<file path="config.mk">
export PLATFORM = sky130hd
export DESIGN_NAME = stream_reduce_expand
export DESIGN_NICKNAME = d
export VERILOG_FILES = /design/src/rtl/stream_reduce_expand.sv
export SDC_FILE = /design/constraint.sdc
export NUM_CORES = 1
export LEC_CHECK = 0
export CORE_ASPECT_RATIO = 1.75
export CORE_MARGIN = 2
export CORE_UTILIZATION = 25
export DETAILED_ROUTE_END_ITERATION = 12
export SLEW_MARGIN = 20
export SYNTH_ARGS = -nofsm -noshare
export SYNTH_HDL_FRONTEND = slang
export SYNTH_SLANG_ARGS = --single-unit
</file>
<file path="constraint.sdc">
create_clock -name CLK -period 3.4 [get_ports CLK]
set_input_delay 0.85 -clock CLK [delete_from_list [all_inputs] [get_ports CLK]]
set_output_delay 0.85 -clock CLK [all_outputs]
set_load 0.05 [all_outputs]
</file>
<file path="src/rtl/stream_reduce_expand.sv">
// Expands one reduced word into a framed burst of 2**LOG2_COUNT samples whose
// sum reproduces the word exactly: COUNT-1 copies of floor(X/COUNT), then the remainder-adjusted tail.
module stream_reduce_expand #(
  parameter int WIDTH      = 32,
  parameter int LOG2_COUNT = 4
) (
  input  logic                    CLK,
  input  logic                    RST,
  input  logic                    in_valid,
  output logic                    in_ready,
  input  logic signed [WIDTH-1:0] in_data,
  output logic                    out_valid,
  input  logic                    out_ready,
  output logic signed [WIDTH-1:0] out_data,
  output logic                    out_last,
  output logic                    busy
);

  typedef enum logic {IDLE, EMIT} state_t;

  localparam logic [LOG2_COUNT-1:0] LAST_IDX = '1;

  state_t                  state_reg, state_next;
  logic [LOG2_COUNT-1:0]   count_reg, count_next, count_inc;
  logic signed [WIDTH-1:0] quot_reg, quot_next;
  logic signed [WIDTH-1:0] tail_reg, tail_next;
  logic signed [WIDTH-1:0] data_reg, data_next;
  logic signed [WIDTH-1:0] new_quot, new_tail;
  logic [WIDTH-1:0]        new_rem;
  logic                    at_last, in_xfer, out_xfer;

  // Floor quotient plus the non-negative remainder; quot + rem never exceeds X
  // in magnitude direction, so the tail sample cannot overflow.
  assign new_quot = in_data >>> LOG2_COUNT;
  assign new_rem  = {{(WIDTH-LOG2_COUNT){1'b0}}, in_data[LOG2_COUNT-1:0]};
  assign new_tail = new_quot + signed'(new_rem);

  assign count_inc = count_reg + 1'b1;
  assign at_last   = (state_reg == EMIT) && (count_reg == LAST_IDX);

  assign out_valid = (state_reg == EMIT);
  assign busy      = (state_reg == EMIT);
  assign out_last  = at_last;
  assign out_data  = data_reg;
  // Accepting during the final transfer lets consecutive bursts run without a bubble.
  assign in_ready  = (state_reg == IDLE) || (at_last && out_ready);

  assign in_xfer  = in_valid && in_ready;
  assign out_xfer = out_valid && out_ready;

  always_comb begin
    state_next = state_reg;
    count_next = count_reg;
    quot_next  = quot_reg;
    tail_next  = tail_reg;
    data_next  = data_reg;
    if (in_xfer) begin
      state_next = EMIT;
      count_next = '0;
      quot_next  = new_quot;
      tail_next  = new_tail;
      data_next  = (LAST_IDX == '0) ? new_tail : new_quot;
    end else if (out_xfer) begin
      if (at_last) begin
        state_next = IDLE;
      end else begin
        count_next = count_inc;
        data_next  = (count_inc == LAST_IDX) ? tail_reg : quot_reg;
      end
    end
  end

  always_ff @(posedge CLK) begin
    if (RST) begin
      state_reg <= IDLE;
      count_reg <= '0;
      quot_reg  <= '0;
      tail_reg  <= '0;
      data_reg  <= '0;
    end else begin
      state_reg <= state_next;
      count_reg <= count_next;
      quot_reg  <= quot_next;
      tail_reg  <= tail_next;
      data_reg  <= data_next;
    end
  end

endmodule

</file>
Yosys cells after proc, flatten, opt, wreduce, memory -nomap -nowiden
Index checks and enable logic that the tools add are counted.
- word-level logic and storage cells: 30
- register bits: 97
- output and inout bits: 36
- bits of input ports: 36
- equality and inequality tests: 3
- muxes and demuxes: 7
- reduce and logical (&&, ||, !) cells: 11
- bitwise operators: 2
- $add $sub $neg: 2
- operators with widths (operator ; number):
    $mux W32 ; 4
    $add A28 B5 Y29 ; 1
    $eq A4 B4 Y1 const B ; 2
    $reduce_and A2 Y1 ; 3
    $add A4 B1 Y4 const B ; 1
    $logic_and A1 B1 Y1 ; 4
    $reduce_bool A2 Y1 ; 2
    $mux W1 ; 3
    $ne A2 B1 Y1 const B ; 1
    $not A1 Y1 ; 2
    $reduce_or A2 Y1 ; 1
    $logic_or A1 B1 Y1 ; 1

Longest topological paths before layout
- word-level depth: 7
- depth in mapped cells: 8
- mapped depth without buffers: 7

Least setup slack after synthesis
OpenSTA, ideal clock, no wires.
- kind: input to register
- from: input in_data[0]
- to: register tail_reg[12]
- stages on the path: 7
- path buffers: 0
- setup slack: 0.833 ns
- data required time: 3.314 ns
- arrival: 2.482 ns
- library setup time: 0.086 ns
- cells stage by stage: ha_1 -> fa_1 -> a211oi_1 -> nor3_1 -> and4_2 -> xnor2_1 -> a211oi_1
- word-level cells in the longest chain between the ends: 1
- ends and longest elaborated chain (what ; line ; text):
    start, declared ; 11 ; input logic signed [WIDTH-1:0] in_data,
    $add A28 B5 Y29 ; 36 ; assign new_tail = new_quot + signed'(new_rem);
    end signal, assigned ; 84 ; tail_reg <= tail_next;
    end, declared ; 26 ; logic signed [WIDTH-1:0] tail_reg, tail_next;
Every way passes these cells.
A chain may end at the register's enable or synchronous reset.

Worst setup path in the final report
- from: register count_reg[0]
- to: output out_last
- word-level cells in the longest chain between the ends: 2
- ends and longest elaborated chain (what ; line ; text):
    start, declared ; 24 ; logic [LOG2_COUNT-1:0] count_reg, count_next, count_inc;
    start signal, assigned ; 82 ; count_reg <= count_next;
    $eq A4 B4 Y1 ; 39 ; assign at_last = (state_reg == EMIT) && (count_reg == LAST_IDX);
    $logic_and A1 B1 Y1 ; 39 ;
    end, declared ; 15 ; output logic out_last,
Every way passes these cells.

==> metrics.txt <==
Post-CTS Setup Bufs=0; routed length per instance=15.1 microns; drt first-iter violations=143; first-pass GRT wire length=18.5 mm; startpoint types=flip-flop; PwrDens=466 mW/mm^2; Data required, critical path=2.55 ns; number of remaining DRC errors=0; root buf cell=clkbuf_16; drt pass-1 iters=4; Num CTS Buffers=9; sw frac=29.1%; CP Capture Type=output port; Skew-Pair Late Insertion Delay=0.34 ns; Hold WC Path Type=flip-flop to flip-flop; vias=3,777; initial antenna violation count=0; hold buffers post-CTS=0; Vias/cell=4.82; row count=63; crit-path max FO=6; post-synth top area cell=dfxtp_1; CTS resizes=0; maximum VDD drop=198 uV; Max clock buf depth=2; clock slew at reported path FFs=0.06 ns; post-layout minimum cycle time=2.91 ns; CTS tree=done; max incr delay on CP=0.80 ns; Critical Path AT=2.06 ns; Synth area leaders=dfxtp_1, nand2_1, mux2i_1; Final Skew=0.00846 ns; cells after synthesis=489; Synth Area per Inst=8.75 sq um; Worst Tran Pin Value=0.735 ns; die area=0.0182 sq mm; Synth top area share=42.6%; reg2reg start=count_reg[0]; Setup CP Type=flip-flop to output port; setup_tns=0 ns; clock power share=36.7%; Final Hold Viols=0; Max Slew Vio Count=0; flop and latch count out of synthesis=91; Syn Nets=532; Final ANT Viol Nets=0; ys async rst share=0%; critical path startpoint=count_reg[0]; # fillers=1,749; Final Cycle Share=85.6%; pin count of the biggest net entering global routing=64; GR Util All Layers=13.2%; Worst path slowest cell=clkdlybuf4s50_1; ANT cells=0; DRT Wirelength=11.8 mm; I/O Pins=72; die height=177 microns; top_reg_cell synth=dfxtp_1; critical path, cell by cell=ha_1 > nand3_1 > nor2_1 > clkdlybuf4s50_1; fraction of power consumed by sequential logic=45.5%; fraction of layout cells with a size suffix above 1=9.71%; die width=103 microns; Comb pwr share=17.7%; NumNets Final=594; synthesis-to-layout area growth=29.4%; Sink Count=91; hpwl dp=8.37 mm; final setup fails=0; CTS H-tree lvls=3; Mapped Area=0.00428 sq mm; Post-synth EDFFs=0; hold path start=out_data[27]; status=complete, no violations; RSZ-0062 raised after global routing=no; Leakage=1.84 nW; Int Pwr=0.00183 W; register area share after synthesis=42.6%; fin cells=783; DP Cell Count=767; gpl congestion=0.826; Synth Warn #=0; Rel. slew slack=51.0%; switching power=0.000752 W; maxcap violations=0; Max Clk Rate=344 MHz; gr ovfl total=0; initial core utilization=25.4%; number of global-route vias before repair=3,564; Core Area=0.0169 sq mm; PortBufs=71; Distinct cells, synth=52
cells in the final DEF, fill, tap and decap left out, drive strengths merged, types with 18 or more instances in the layout:
cell type	count
a22oi	22
o21ai	33
clkdlybuf4s50	69
nand2	80
xor2	18
mux2i	28
nor2	29
dfxtp	91
buf	21
a21oi	38
a211oi	22
Yosys cell counts (2+ instances only):
cell and instances:
a211oi_1 14, a211oi_2 8, a21oi_1 38, a22oi_1 22, a311oi_1 2, a32oi_1 5
and2_1 2, and3_1 3, and4_1 2, buf_2 15, buf_4 8, clkbuf_1 14
dfxtp_1 91, ha_1 6, inv_1 7, mux2i_1 28, nand2_1 80, nand3_1 13
nand4_1 8, nor2_1 28, nor3_1 6, nor4_1 2, o21ai_0 29, o21ai_1 4
or3_1 3, xnor2_1 8, xor2_1 18
path summary, 6_finish.rpt:
path                            depth (start not counted)            to  slack, ns
worst max-delay path                                    4      out_last       0.49
worst min-delay path                                    2  out_data[27]       0.44
worst max register to register                          6  out_data[24]       1.27
worst min register to register                          2  out_data[27]       0.44
power by group through the flow:
stage | sequential [W] | clock, W | combinational, W
6_report | 0.00118 | 0.000948 | 0.000458
5_1_grt | 0.00118 | 0.00102 | 0.000498
4_1_cts | 0.00118 | 0.000972 | 0.000461
3_5_place_dp | 0.00120 | 0 | 0.000460
3_3_place_gp | 0.00120 | 0 | 0.000450
2_1_floorplan | 0.00126 | 0 | 0.000212
layer usage:
| layer | share of wire, % | wire length [microns] | track usage (%) |
|---|---|---|---|
| met5 | 0 | 0 | 0 |
| met4 | 2.8 | 330 | 6.03 |
| met3 | 3.9 | 456 | 2.88 |
| met2 | 54 | 6350 | 23.6 |
| met1 | 40 | 4700 | 14.3 |
cells by family after synthesis:
logic type | after synthesis | share of synthesized area (%)
multiplexers | 28 | 6.55
flip-flops | 91 | 42.6
buffers and inverters | 46 | 5.35
adder cells (fa/ha/maj) | 7 | 2.22
XOR/XNOR | 26 | 5.32
AND/OR/NAND/NOR | 161 | 18.1
AO/OA/AOI/OAI | 130 | 19.8
through the flow:
stage	area [sq um]	util [%]	total power, W	hold slack [ns]	worst slack, ns
final	5530	32.8	0.00258	0.445	0.489
after global routing	5530	32.8	0.00270	0.475	0.347
after CTS	5530	32.8	0.00261	0.450	0.493
after detailed placement	5260	31.2	0.00166	0.441	0.179
after global placement	5260	31.2	0.00165	0.438	0.221
after floorplan	4280	-	0.00148	0.432	0.833
critical path, delay by kind of cell, from the launching register on:
kind | cells | cell delay [ns]
buffers and inverters | 1 | 0.80
DFF | 1 | 0.40
adders and majority gates | 1 | 0.28
and+or+nand+nor | 2 | 0.23
final cells by class:
| cell class | count | area, sq um | area share [%] |
|---|---|---|---|
| tap | 227 | 284 | 5.13 |
| clock inverter | 5 | 36.3 | 0.656 |
| sequential | 91 | 1820 | 32.9 |
| clock buffer | 11 | 243 | 4.39 |
| inverter | 7 | 26.3 | 0.475 |
| multi-input combinational | 352 | 2250 | 40.7 |
| timing repair buffer | 90 | 871 | 15.7 |
Note: power is estimated with default switching activity, not from simulation.
